--- src/rtl/wb_regfile_if.sv ---
// wb_regfile_if
//    Bundles the write-back commit, decode read and issue signals of the
//    register file / scoreboard.
//    master : write-back select + decode side (drives commits, reads, issues)
//    slave  : register file (returns read data, busy flags, error flags)
//    Signals:
//       wb_we, wb_addr, wb_data  write-back commit
//       ra1, ra2 / rd1, rd2      two read ports
//       iss_valid, iss_rd        issue of a register-writing instruction
//       busy1, busy2             RAW hazard indication for ra1/ra2
//       ovf_err, unf_err         sticky scoreboard error flags
interface wb_regfile_if #(
   parameter int DATA_W = 16,
   parameter int ADDR_W = 4
);
   logic              wb_we;
   logic [ADDR_W-1:0] wb_addr;
   logic [DATA_W-1:0] wb_data;
   logic [ADDR_W-1:0] ra1;
   logic [ADDR_W-1:0] ra2;
   logic [DATA_W-1:0] rd1;
   logic [DATA_W-1:0] rd2;
   logic              iss_valid;
   logic [ADDR_W-1:0] iss_rd;
   logic              busy1;
   logic              busy2;
   logic              ovf_err;
   logic              unf_err;

   modport master (
      output wb_we, wb_addr, wb_data, ra1, ra2, iss_valid, iss_rd,
      input  rd1, rd2, busy1, busy2, ovf_err, unf_err
   );

   modport slave (
      input  wb_we, wb_addr, wb_data, ra1, ra2, iss_valid, iss_rd,
      output rd1, rd2, busy1, busy2, ovf_err, unf_err
   );
endinterface

--- src/rtl/wb_regfile_scoreboard.sv ---
// wb_regfile_scoreboard
//    16-bit general-purpose register file at the end of the write-back path,
//    with two combinational read ports (write-to-read bypass) and a
//    per-register pending-write counter scoreboard for RAW stall detection.
//    Register 0 is hardwired to zero and never tracked.
//    Ports:
//       clk   single clock, rising edge
//       rst   asynchronous active-high reset (clears registers, counters, flags)
//       bus   wb_regfile_if.slave (commit, reads, issue, busy, error flags)
//    Optional build macro REGFILE_DEBUG_PORT_EN adds:
//       dbg_addr  input  debug readout address
//       dbg_data  output storage contents of dbg_addr (no bypass)
module wb_regfile_scoreboard #(
   parameter int DATA_W   = 16,
   parameter int NUM_REGS = 16,
   parameter int ADDR_W   = 4,
   parameter int CNT_W    = 2
) (
   input  logic              clk,
   input  logic              rst,
`ifdef REGFILE_DEBUG_PORT_EN
   input  logic [ADDR_W-1:0] dbg_addr,
   output logic [DATA_W-1:0] dbg_data,
`endif
   wb_regfile_if.slave       bus
);

   localparam logic [CNT_W-1:0] CNT_MAX = '1;
   localparam logic [CNT_W-1:0] CNT_ONE = CNT_W'(1);

   logic [DATA_W-1:0] regs_reg [NUM_REGS];
   logic [CNT_W-1:0]  cnt_reg  [NUM_REGS];
   logic              ovf_reg;
   logic              unf_reg;

   // Per-register event vectors; bit 0 stays zero so r0 is never touched.
   logic [NUM_REGS-1:0] inc_vec;
   logic [NUM_REGS-1:0] dec_vec;
   logic [NUM_REGS-1:0] ovf_vec;
   logic [NUM_REGS-1:0] unf_vec;

   genvar gi;
   generate
      for (gi = 0; gi < NUM_REGS; gi++) begin : g_evt
         if (gi == 0) begin : g_r0
            assign inc_vec[gi] = 1'b0;
            assign dec_vec[gi] = 1'b0;
            assign ovf_vec[gi] = 1'b0;
            assign unf_vec[gi] = 1'b0;
         end else begin : g_rn
            assign inc_vec[gi] = bus.iss_valid && (bus.iss_rd == ADDR_W'(gi));
            assign dec_vec[gi] = bus.wb_we && (bus.wb_addr == ADDR_W'(gi));
            // Simultaneous issue and commit cancel, so neither can err.
            assign ovf_vec[gi] = inc_vec[gi] && !dec_vec[gi] && (cnt_reg[gi] == CNT_MAX);
            assign unf_vec[gi] = dec_vec[gi] && !inc_vec[gi] && (cnt_reg[gi] == '0);
         end
      end
   endgenerate

   always_ff @(posedge clk or posedge rst) begin
      if (rst) begin
         for (int r = 0; r < NUM_REGS; r++) begin
            regs_reg[r] <= '0;
            cnt_reg[r]  <= '0;
         end
         ovf_reg <= 1'b0;
         unf_reg <= 1'b0;
      end else begin
         for (int r = 1; r < NUM_REGS; r++) begin
            // Data is committed even when the counter underflows.
            if (dec_vec[r])
               regs_reg[r] <= bus.wb_data;
            if (inc_vec[r] && !dec_vec[r] && cnt_reg[r] != CNT_MAX)
               cnt_reg[r] <= cnt_reg[r] + CNT_ONE;
            else if (dec_vec[r] && !inc_vec[r] && cnt_reg[r] != '0)
               cnt_reg[r] <= cnt_reg[r] - CNT_ONE;
         end
         ovf_reg <= ovf_reg | (|ovf_vec);
         unf_reg <= unf_reg | (|unf_vec);
      end
   end

   // Read ports: r0 reads zero, a same-cycle commit bypasses storage.
   // Busy drops in the cycle the last outstanding writer commits, matching
   // the bypassed data.
   always_comb begin
      bus.rd1   = '0;
      bus.rd2   = '0;
      bus.busy1 = 1'b0;
      bus.busy2 = 1'b0;
      if (bus.ra1 != '0) begin
         if (bus.wb_we && bus.wb_addr == bus.ra1)
            bus.rd1 = bus.wb_data;
         else
            bus.rd1 = regs_reg[bus.ra1];
         bus.busy1 = (cnt_reg[bus.ra1] != '0) &&
                     !(bus.wb_we && bus.wb_addr == bus.ra1 && cnt_reg[bus.ra1] == CNT_ONE);
      end
      if (bus.ra2 != '0) begin
         if (bus.wb_we && bus.wb_addr == bus.ra2)
            bus.rd2 = bus.wb_data;
         else
            bus.rd2 = regs_reg[bus.ra2];
         bus.busy2 = (cnt_reg[bus.ra2] != '0) &&
                     !(bus.wb_we && bus.wb_addr == bus.ra2 && cnt_reg[bus.ra2] == CNT_ONE);
      end
   end

   assign bus.ovf_err = ovf_reg;
   assign bus.unf_err = unf_reg;

`ifdef REGFILE_DEBUG_PORT_EN
   assign dbg_data = (dbg_addr == '0) ? '0 : regs_reg[dbg_addr];
`endif

endmodule

--- src/flat_wrapper.sv ---
// flat-port wrapper written by rule: the top's interface ports become plain ports
module wb_regfile_scoreboard_flat 
#(
   parameter int DATA_W   = 16,
   parameter int NUM_REGS = 16,
   parameter int ADDR_W   = 4,
   parameter int CNT_W    = 2
)
  (clk, rst, bus_wb_we, bus_wb_addr, bus_wb_data, bus_ra1, bus_ra2, bus_iss_valid, bus_iss_rd, bus_rd1, bus_rd2, bus_busy1, bus_busy2, bus_ovf_err, bus_unf_err);
  wb_regfile_if #(.DATA_W(DATA_W), .ADDR_W(ADDR_W)) bus_i ();
  input  logic clk;
  input  logic rst;
  input wire logic [$bits(bus_i.wb_we)-1:0] bus_wb_we;
  input wire logic [$bits(bus_i.wb_addr)-1:0] bus_wb_addr;
  input wire logic [$bits(bus_i.wb_data)-1:0] bus_wb_data;
  input wire logic [$bits(bus_i.ra1)-1:0] bus_ra1;
  input wire logic [$bits(bus_i.ra2)-1:0] bus_ra2;
  input wire logic [$bits(bus_i.iss_valid)-1:0] bus_iss_valid;
  input wire logic [$bits(bus_i.iss_rd)-1:0] bus_iss_rd;
  output wire logic [$bits(bus_i.rd1)-1:0] bus_rd1;
  output wire logic [$bits(bus_i.rd2)-1:0] bus_rd2;
  output wire logic [$bits(bus_i.busy1)-1:0] bus_busy1;
  output wire logic [$bits(bus_i.busy2)-1:0] bus_busy2;
  output wire logic [$bits(bus_i.ovf_err)-1:0] bus_ovf_err;
  output wire logic [$bits(bus_i.unf_err)-1:0] bus_unf_err;
  assign bus_i.wb_we = bus_wb_we;
  assign bus_i.wb_addr = bus_wb_addr;
  assign bus_i.wb_data = bus_wb_data;
  assign bus_i.ra1 = bus_ra1;
  assign bus_i.ra2 = bus_ra2;
  assign bus_i.iss_valid = bus_iss_valid;
  assign bus_i.iss_rd = bus_iss_rd;
  assign bus_rd1 = bus_i.rd1;
  assign bus_rd2 = bus_i.rd2;
  assign bus_busy1 = bus_i.busy1;
  assign bus_busy2 = bus_i.busy2;
  assign bus_ovf_err = bus_i.ovf_err;
  assign bus_unf_err = bus_i.unf_err;
  wb_regfile_scoreboard #(.DATA_W(DATA_W), .NUM_REGS(NUM_REGS), .ADDR_W(ADDR_W), .CNT_W(CNT_W)) u_core (.clk(clk), .rst(rst), .bus(bus_i));
endmodule
--- config.mk ---
export PLATFORM = sky130hd
export DESIGN_NAME = wb_regfile_scoreboard_flat
export DESIGN_NICKNAME = d
export VERILOG_FILES = /design/src/rtl/wb_regfile_if.sv /design/src/rtl/wb_regfile_scoreboard.sv /design/src/flat_wrapper.sv
export SDC_FILE = /design/constraint.sdc
export NUM_CORES = 1
export LEC_CHECK = 0
export BUFFER_PORTS_ARGS = -buffer_cell sky130_fd_sc_hd__buf_2
export CORE_MARGIN = 2
export CORE_UTILIZATION = 50
export CTS_CLUSTER_DIAMETER = 200
export DETAILED_ROUTE_END_ITERATION = 7
export PLACE_DENSITY_LB_ADDON = 0.15
export SLEW_MARGIN = 30
export SYNTH_ARGS = -nofsm -noshare
export SYNTH_HDL_FRONTEND = slang
export SYNTH_SLANG_ARGS = --single-unit
--- constraint.sdc ---
create_clock -name clk -period 15.4 [get_ports clk]
set_clock_uncertainty 0.2 [all_clocks]
set_input_delay 2.31 -clock clk [delete_from_list [all_inputs] [get_ports clk]]
set_output_delay 2.31 -clock clk [all_outputs]
set_load 0.01 [all_outputs]
==> impl_metrics.toml <==
[die]
die_w_um = 183
num_io_pins = 72
initial_core_util = 0.507
die-area_um2 = 33400
rows = 65
coreArea_um2 = 31500
fp.dieH_um = 183

[setup_path]
worst_r2r_endpoint = "u_core.bus.ovf_err"
slowest_stage = "nand2_1"
reg2reg_slack_ns = 13.69
arrival_ns = 5.04
crit_top_cell = "buf_4"
cp_top_family = "buffers and inverters"
timing.rr.start = "u_core.cnt_reg[1]"
path_class = "in2out"
reg2regPathDepth = 4
path_max_fanout = 52
critPathLaunch = "bus_ra2[1]"
end_kind = "output pin"
crit_required_ns = 12.89
crit_buf_inv = 3
cp-start-kind = "input pin"
crit_chain = "buf_4, buf_4, xnor2_1, and2_1, nand2_1, o211ai_1, a21oi_1, buf_2"
cpPeakStageDelay_ns = 0.76

[route]
first_pass_iters = 7
viasPerCell = 6.65
drt_iter0_markers = 1245
totalWireLength_um = 48500
final_antenna_net_count = 0
vias = 12090
drc = 0
wl_per_cell_um = 26.7

[logic_synthesis]
synth_top_family_by_area = "multiplexers"
synth_adder_area_share = 0
synth.distinct_cells = 55
yosys_warnings = 18
synth_area_per_cell_um2 = 11.5
synth_edf_count = 0
synth_flop_cell = "dfrtp_1"
synth_area_um2 = 16000
synthMuxAreaShare = 0.306
synth_cells = 1386
synth-compound-area-share = 0.107
async_reset_ff_frac = 1.00
yosys.area_share.simple = 0.111
synth_fp_nets = 1422
yosys.area_share.xor_xnor = 0.00439
synth-seq-cells = 272
ys_seq_area_frac = 0.426

[clock_tree]
h-tree-depth = 1
clk_latency_ns = 0.57
clk_path_buf_depth = 3
cts_sinks = 272
cts_resized = 0
cts_made_buffers = 31
path_clk_slew_ns = 0.06
ctsHoldBuffers = 0
root_buffer = "clkbuf_16"
cts_setup_buffers = 0
cts_tree = "built"

[outcome]
status = "complete, no violations"

[placed_design]
io_buffers = 71
pre_cts_slack_ns = 7.74
hpwl_um = 29200
place_congestion = 0.931
dpl-instance-area_um2 = 16400

[global_routing]
grt_max_degree = 144
grt_pass1_wl_um = 74700
gr-usage-all-layers = 0.296
grt_pass1_vias = 12024
antenna_found_initial = 1
grt_overflow = 0

[sta]
fin_crit_ns = 7.55
relSlewSlack = 0.275
finalSetupTns_ns = 0
fin_ws_ns = 7.85
drv_slew = 0
final.period_utilization = 0.490
final-hold-violation-count = 0
rsz0062_at_grt = "no"
fmax_mhz = 132
tightest_slew_ns = 1.08
setup_viol = 0

[power_and_ir_drop]
p_leak_nw = 7.21
powerDensity_nw_per_um2 = 130
ir_drop_uv = 110

[final_layout]
largest_reg_flops = 240
layout-drive-gt1-share = 0.351
nets = 1429
area_growth_syn_to_layout_pct = 9.26
postLayoutCellArea_um2 = 17400

[min_path]
min_path_type = "reg2reg"
min_to = "u_core.regs_reg[145]"
hold_depth = 2
min_from = "u_core.regs_reg[145]"

[run]
drv_cap = 0
## tightest hold or removal path: stages, from the launching register on
cell     delay (ns)
dfrtp_1        0.35
nand2_1        0.05
nand2_1        0.06
## cells in the mapped netlist, types with 34 or more instances
library cell / n / area (um2)
dfrtp_1: 272 / 6810
mux2_2: 244 / 2750
nand2_1: 168 / 631
mux4_2: 79 / 1780
nor2_1: 66 / 248
a21oi_1: 52 / 260
buf_2: 47 / 235
a211oi_1: 44 / 330
o211ai_1: 41 / 308
clkbuf_1: 40 / 150
nor2b_1: 39 / 244
mux2i_1: 35 / 350
a221oi_1: 34 / 298
## through the flow
step	hold WS (ns)	total power, mW	std cells	util
6_report	0.296	2.27	1818	0.554
3_3_place_gp	0.273	1.52	1760	0.520
3_5_place_dp	0.282	1.54	1761	0.521
4_1_cts	0.296	2.28	1816	0.553
5_1_grt	0.323	2.39	1818	0.554
2_1_floorplan	0.257	1.39	1386	-
## worst max-delay path by stage
stage | endpoint | slack, ns | cells past startpoint
floorplan | u_core.bus.ovf_err | 5.39 | 1
global placement | bus_rd2[10] | 7.71 | 8
detailed placement | bus_rd2[10] | 7.74 | 8
CTS | bus_rd2[10] | 7.74 | 8
global route | bus_rd1[13] | 7.73 | 8
finish | bus_rd2[1] | 7.85 | 8
## area by class of cell
| cell class | count | area [um2] |
|---|---|---|
| Fill cell | 2680 | 14000 |
| Clock inverter | 8 | 86.3 |
| Sequential cell | 272 | 6810 |
| Antenna cell | 1 | 2.50 |
| Inverter | 11 | 53.8 |
| Multi-Input combinational cell | 980 | 8490 |
| Tap cell | 402 | 503 |
| Timing Repair Buffer | 97 | 574 |
| Clock buffer | 47 | 926 |
## cells by family after synthesis
logic type | after synthesis
AND/OR/NAND/NOR | 373
multiplexers | 358
flip-flops | 272
AO/OA/AOI/OAI | 241
buffers and inverters | 134
XOR/XNOR | 8
## where the power goes
part	internal (mW)	total (mW)	switching, mW
Combinational	0.287	0.508	0.220
Sequential	0.881	1.03	0.149
Clock	0.430	0.736	0.306
Total	1.60	2.27	0.676
## placed cells by master, fill, tap and decap left out, types with 34 or more instances in the layout
cell | Yosys | layout
a211oi_1 | 44 | 44
a21oi_1 | 52 | 52
a221oi_1 | 34 | 34
buf_2 | 47 | 69
dfrtp_1 | 272 | 272
mux2_2 | 244 | 244
mux2i_1 | 35 | 35
mux4_2 | 79 | 79
nand2_1 | 168 | 167
nor2_1 | 66 | 61
nor2b_1 | 39 | 37
o211ai_1 | 41 | 41
## routing by layer
metal  up-vias  global-route usage  share of wire
met1      6235               0.423           0.43
met5         -                   0              0
met4         0               0.105          0.035
met2       533               0.462           0.46
met3       103              0.0481          0.077
li1       5219                   -              -
(Power assumes the default switching activity.)
